<file path="config.mk">
export PLATFORM = sky130hd
export DESIGN_NAME = load_store_unit
export DESIGN_NICKNAME = d
export VERILOG_FILES = /design/src/rtl/load_store_unit.sv
export SDC_FILE = /design/constraint.sdc
export NUM_CORES = 1
export LEC_CHECK = 0
export ABC_AREA = 0
export ABC_CLOCK_PERIOD_IN_PS = 2730
export BUFFER_PORTS_ARGS = -buffer_cell sky130_fd_sc_hd__buf_2
export CAP_MARGIN = 20
export CORE_MARGIN = 10
export CORE_UTILIZATION = 46
export CTS_CLUSTER_DIAMETER = 150
export CTS_CLUSTER_SIZE = 14
export DETAILED_ROUTE_END_ITERATION = 12
export GPL_TIMING_DRIVEN = 1
export PLACE_DENSITY_LB_ADDON = 0.05
export SLEW_MARGIN = 20
export SYNTH_ARGS = -nofsm -noshare
export SYNTH_HDL_FRONTEND = slang
export SYNTH_SLANG_ARGS = --single-unit
export TNS_END_PERCENT = 50
</file>
<file path="constraint.sdc">
create_clock -name clk -period 2.73 [get_ports clk]
set_clock_uncertainty 0.2 [all_clocks]
set_input_delay 0 -clock clk [delete_from_list [all_inputs] [get_ports clk]]
set_output_delay 0 -clock clk [all_outputs]
set_load 0.1 [all_outputs]
</file>
<file path="src/rtl/load_store_unit.sv">
// Byte-addressed load/store front end for a word-wide data memory.
// Sub-word stores are performed as read-modify-write; illegal accesses are trapped without touching memory.
module load_store_unit #(
    parameter int MEM_WORDS = 1024
) (
    input  logic        clk,
    input  logic        rst,
    input  logic        req_valid,
    output logic        req_ready,
    input  logic        req_write,
    input  logic [1:0]  req_size,
    input  logic        req_signed,
    input  logic [31:0] req_addr,
    input  logic [31:0] req_wdata,
    output logic        resp_valid,
    output logic        resp_error,
    output logic [31:0] resp_rdata,
    output logic [31:0] mem_address,
    output logic [31:0] mem_writeData,
    output logic        mem_memWrite,
    output logic        mem_memRead,
    input  logic [31:0] mem_readData
);

    typedef enum logic [1:0] {S_IDLE, S_RD, S_WR, S_RESP} state_t;

    state_t      r_state;
    state_t      w_next;
    logic [31:0] r_addr;
    logic [31:0] r_wdata;
    logic [31:0] r_rdata_q;
    logic [1:0]  r_size;
    logic        r_signed;
    logic        r_write;
    logic        r_err;
    logic        w_err;
    logic [31:0] w_word_addr;

    function automatic logic [31:0] merge_lane(input logic [31:0] old, input logic [31:0] wd,
                                               input logic [1:0] sz, input logic [1:0] off);
        logic [31:0] res;
        res = old;
        case (sz)
            2'b00:   res[{off, 3'b000} +: 8]     = wd[7:0];
            2'b01:   res[{off[1], 4'b0000} +: 16] = wd[15:0];
            default: res = wd;
        endcase
        return res;
    endfunction

    function automatic logic [31:0] extract_lane(input logic [31:0] data, input logic [1:0] sz,
                                                 input logic sg, input logic [1:0] off);
        logic [7:0]  b;
        logic [15:0] h;
        logic [31:0] res;
        b = data[{off, 3'b000} +: 8];
        h = data[{off[1], 4'b0000} +: 16];
        case (sz)
            2'b00:   res = {{24{sg & b[7]}}, b};
            2'b01:   res = {{16{sg & h[15]}}, h};
            default: res = data;
        endcase
        return res;
    endfunction

    assign w_word_addr = {2'b00, req_addr[31:2]};

    always_comb begin
        w_err = (req_size == 2'b11)
              | ((req_size == 2'b01) & req_addr[0])
              | ((req_size == 2'b10) & (req_addr[1:0] != 2'b00))
              | (w_word_addr >= 32'(MEM_WORDS));
    end

    always_ff @(posedge clk or posedge rst) begin
        if (rst) begin
            r_state   <= S_IDLE;
            r_addr    <= '0;
            r_wdata   <= '0;
            r_rdata_q <= '0;
            r_size    <= '0;
            r_signed  <= 1'b0;
            r_write   <= 1'b0;
            r_err     <= 1'b0;
        end else begin
            r_state <= w_next;
            if (r_state == S_IDLE && req_valid) begin
                r_addr    <= req_addr;
                r_wdata   <= req_wdata;
                r_size    <= req_size;
                r_signed  <= req_signed;
                r_write   <= req_write;
                r_err     <= w_err;
                r_rdata_q <= '0;
            end
            if (r_state == S_RD) begin
                r_rdata_q <= mem_readData;
            end
        end
    end

    always_comb begin
        w_next = r_state;
        case (r_state)
            S_IDLE: begin
                if (req_valid) begin
                    if (w_err)                               w_next = S_RESP;
                    else if (req_write && req_size == 2'b10) w_next = S_WR;
                    else                                     w_next = S_RD;
                end
            end
            S_RD:    w_next = r_write ? S_WR : S_RESP;
            S_WR:    w_next = S_RESP;
            S_RESP:  w_next = S_IDLE;
            default: w_next = S_IDLE;
        endcase
    end

    // Strobes and response are pure state decodes so IDLE/RESP always present a quiet bus.
    always_comb begin
        req_ready     = (r_state == S_IDLE) & ~rst;
        resp_valid    = 1'b0;
        resp_error    = 1'b0;
        resp_rdata    = '0;
        mem_address   = '0;
        mem_writeData = '0;
        mem_memWrite  = 1'b0;
        mem_memRead   = 1'b0;
        case (r_state)
            S_RD: begin
                mem_memRead = 1'b1;
                mem_address = {2'b00, r_addr[31:2]};
            end
            S_WR: begin
                mem_memWrite  = 1'b1;
                mem_address   = {2'b00, r_addr[31:2]};
                mem_writeData = merge_lane(r_rdata_q, r_wdata, r_size, r_addr[1:0]);
            end
            S_RESP: begin
                resp_valid = 1'b1;
                resp_error = r_err;
                if (!r_err && !r_write) begin
                    resp_rdata = extract_lane(r_rdata_q, r_size, r_signed, r_addr[1:0]);
                end
            end
            default: ;
        endcase
    end

endmodule

</file>
[After elaboration in Yosys (flattened, before gate mapping)]
Cells that the tools add are included.
Operators by class
  reductions and logical operators: 10
  eq/ne operators: 8
  shift-type cells: 6
  mux-type cells: 19
  bitwise logic cells: 9
  $add $sub $neg: 2
  $lt $le $gt $ge: 1
Operators with widths (number)
  32-bit 2-to-1 mux: 5
  32-bit case mux with 2 select lines: 2
  32-bit bitwise mux: 2
  16-bit by 7-bit variable shift with 32-bit output (first input constant): 1
  8-bit by 7-bit variable shift with 32-bit output (first input constant): 1
  16-bit by 7-bit variable part select with 32-bit output: 1
  32-bit by 6-bit variable part select with 16-bit output: 1
  32-bit by 6-bit variable part select with 8-bit output: 1
  8-bit by 7-bit variable part select with 32-bit output: 1
  30-bit by 11-bit >= comparator with 1-bit output (second input constant): 1
  30-bit 2-to-1 mux: 1
  5-bit negation with 7-bit output: 2
  2-bit == test (second input constant): 4
  2-bit case mux with 4 select lines: 1
  2-bit by 1-bit == test with 1-bit output (second input constant): 3
  2-bit 2-to-1 mux: 3
  1-bit bitwise AND: 5
  1-bit 2-to-1 mux: 5
  2-bit logical NOT: 2
  2-bit nonzero test: 2
  1-bit logical AND: 3
  1-bit bitwise OR: 3
  1-bit logical NOT: 2
  2-bit inequality test (second input constant): 1
  2 further kinds: 2
Storage, ports and cells
  register bits after elaboration: 103
  output and inout bits: 101
  input port bits: 103
  word-level logic and storage cells: 63

[Longest topological paths before layout]
  word-level depth: 8
  depth in mapped cells: 9

[Least setup slack after synthesis]
Ideal clock, no wire load.
  path kind: register to output
  from: reg r_addr[1]
  to: out mem_writeData[0]
  cell stages (with the launch flop): 10
  path slack: -1411 ps
  data arrival time: 3941 ps
  cells stage by stage: dfrtp_1 -> buf_6 -> buf_2 -> inv_1 -> ha_1 -> nor3b_1 -> and3_1 -> buf_1 -> o21ai_0 -> a21boi_0
Between the ends
  cells in the longest elaborated chain, start to end: 5
RTL lines
  start, declared: RTL line 29  | logic [31:0] r_addr;
  start signal, assigned: RTL line 88  | r_addr <= req_addr;
  5-bit negation with 7-bit output (on tied branches): RTL line 45, 44
  16-bit by 7-bit variable part select with 32-bit output (tied with other cells): RTL line 45  | 2'b01: res[{off[1], 4'b0000} +: 16] = wd[15:0];
  32-bit bitwise mux (on tied branches): RTL line 45, 44
  32-bit case mux with 2 select lines (*): RTL line 43  | case (sz)
  32-bit 2-to-1 mux (*): RTL line 129  | case (r_state)
  end, declared: RTL line 19  | output logic [31:0] mem_writeData,
Every way passes the cells marked *; elsewhere a longest branch is shown, timed or not.

[Final worst setup path]
  from: reg r_addr[0]
  to: out mem_writeData[10]
Between the ends
  cells in the longest elaborated chain, start to end: 5
RTL lines
  5-bit negation with 7-bit output (*): RTL line 44  | 2'b00: res[{off, 3'b000} +: 8] = wd[7:0];
  8-bit by 7-bit variable part select with 32-bit output or 8-bit by 7-bit variable shift with 32-bit output (tied branches): RTL line 44
  32-bit bitwise mux (*): RTL line 44
  32-bit case mux with 2 select lines (*): RTL line 43
  32-bit 2-to-1 mux (*): RTL line 129
Marks and branches as above.

==> metrics <==
delay-heaviest family, CP=compound AO/OA/AOI/OAI gates; clock sinks=103; Yosys cell types=49; clock root cell=clkbuf_16; full die area=18000 um2; Critical Path AT=2.46 ns; ys flop type=dfrtp_1; Total Wirelength=23000 um; Ant. Diodes=0; post-synthesis async set-or-reset flop share=1.00; global routing met1 resource utilization=0.288; share of cells above drive strength 1=0.419; Max stage delay cell, worst path=dfrtp_2; # IOs=204; Synthesis Warnings=0; final slew viol count=0; core area=12700 um2; Hold WS=0.181 ns; first-pass GRT wire length=35900 um; DRC=0; CP Launch Type=register; CP peak stage delay=0.45 ns; Vias per Instance=5.66; commonest non-fill, non-tap cell in the layout=buf_2; Synth Cell Area=6010 um2; Worst-path clk slew=0.07 ns; ANT nets after route=0; final net count=1021; Slew @ Worst Pin=0.594 ns; max-cap viol count=0; row count=41; max_slew headroom=0.604; WHS Path Cells=4; GR Overflow Total=0; area occupied by multi-input gates=3580 um2; starting density of the core=0.472; Hold Crit Class=input port to register; endpoints failing setup=0; Worst Path Buf+Inv=2; period utilisation layout=0.975; Post-synth EDFFs=0; drt wl/cell=21.2 um; Area Growth Syn to Fin=63.4%; Port Buf Inserts=201; post-synthesis sequential area ratio=0.429; cts bufs inserted=9; status=completed; crit-path max FO=8; Seq cells post-synth=103; Clock Tree Buf Depth=2; vias=6132; Tmin final=2.66 ns; Total Routing Usage GR=0.252; vias in the first global route=6464; Peak Freq=0.376 GHz; RSZ-0062 raised after global routing=yes; crit-path cells=buf_4, ha_1, and4b_2, a22o_1, a222oi_1, nor2b_4, buf_2; starting DRC count in detailed routing=447; Clk Latency, worst-skew pair=0.36 ns; GP Congestion=0.944; Post-DP HPWL=16200 um; Die Y=134 um; global routing's busiest layer=met2; Critical Path Stages=7; GRT met3 Usage=0.0807; pin count of the biggest net entering global routing=66; R2R cell count=5; most frequent cells in the layout=buf_2 (140), nand2_1 (105), dlygate4sd3_1 (103); initial antenna violation count=0; Hold Violations, Final=0; met2 Usage GRT=0.437; H-tree levels=3; post-synthesis cell count=620; path type of the worst setup path=register to output port; Mean Syn Cell Area=9.69 um2; Critical Path RT=2.53 ns; DR pass1 iterations=6; Storage cell area=2580 um2; TritonCTS clock tree=built; endpoint class of the critical path=output port; DIE WIDTH=134 um; filler cell count=847
## synth_stat cells (all sizes together), types with 2 or more instances
library cell,n,area share
mux2,70,0.13
a221o,8,0.013
nor3,8,0.0067
or2,3,0.0031
inv,17,0.011
a22o,8,0.012
o22ai,7,0.0073
o21ai,53,0.044
a21oi,19,0.016
nand2,108,0.067
nand2b,2,0.0021
a22oi,9,0.012
clkbuf,36,0.022
nor3b,3,0.0037
nor4,5,0.0052
a222oi,8,0.013
ha,10,0.021
buf,12,0.012
nor2,23,0.015
a21boi,8,0.010
mux4,7,0.026
mux2i,10,0.017
nand3,4,0.0033
nor2b,19,0.020
a221oi,8,0.012
and2,31,0.032
o32a,7,0.012
dfrtp,103,0.43
## flip-flops by register name (all words and copies together) (netlist names)
register	count
r_size	2
r_signed	1
r_rdata_q	32
r_state	2
r_err	1
r_wdata	32
r_write	1
r_addr	32
## per-layer routing
layer | wire, um | part of all wire
met1 | 8770 | 0.38
met5 | 0 | 0
met2 | 11800 | 0.51
met3 | 1890 | 0.082
met4 | 532 | 0.023
## worst register-to-register path: stages, from the launching register on
cell and delay, ns:
dfrtp_1 0.45, inv_1 0.12, ha_2 0.24, nand2_4 0.30
buf_4 0.30, mux2_2 0.37
## cell families after synthesis
logic type | Yosys count | share of synthesized area
other cells | 1 | 0.000624
buf+inv | 65 | 0.0450
fa+ha+maj | 10 | 0.0208
simple gates | 212 | 0.168
flops | 103 | 0.429
compound gates | 142 | 0.162
mux | 87 | 0.175
## timing repair
item | 4_1_cts | 5_1_grt
setup buffers | 0 | 2
endpoints found under the hold margin | 206 | 0
hold buffers | 103 | 0
pin swaps | 3 | 5
setup endpoints to repair | 30 | 72
resized for setup | 7 | 19
## layout make-up
class,instances,share of cell area
repair buffers,324,0.316
clock inverters,5,0.00433
well taps,172,0.0219
inverters,17,0.00688
multi-input cells,453,0.365
clock buffers,10,0.0233
flip-flops and latches,103,0.263
## path summary, 6_finish.rpt
path | startpoint | endpoint | slack, ns
min reg2reg | r_wdata[23] | r_wdata[23] | 0.30
min in group asynchronous | rst | r_addr[30] | 0.49
max | r_addr[0] | mem_writeData[10] | 0.07
max in group asynchronous | rst | r_rdata_q[19] | 1.18
max reg2reg | r_state[0] | r_addr[4] | 0.63
min | mem_readData[14] | r_rdata_q[14] | 0.18
## through the flow
stage	TNS (ns)	setup slack (ns)	std cells	utilization	cell area (um2)
after detailed placement	0	0.295	964	0.662	8430
after floorplan	-1.61	-0.182	621	-	6390
after global routing	-0.0765	-0.0456	1084	0.772	9820
final	0	0.0670	1084	0.772	9820
after CTS	0	0.00124	1082	0.766	9750
after global placement	0	0.396	964	0.662	8430
Power is left out: the tool's default activity adds up to more than one toggle a clock period on the data nets, which glitch-free logic cannot reach.
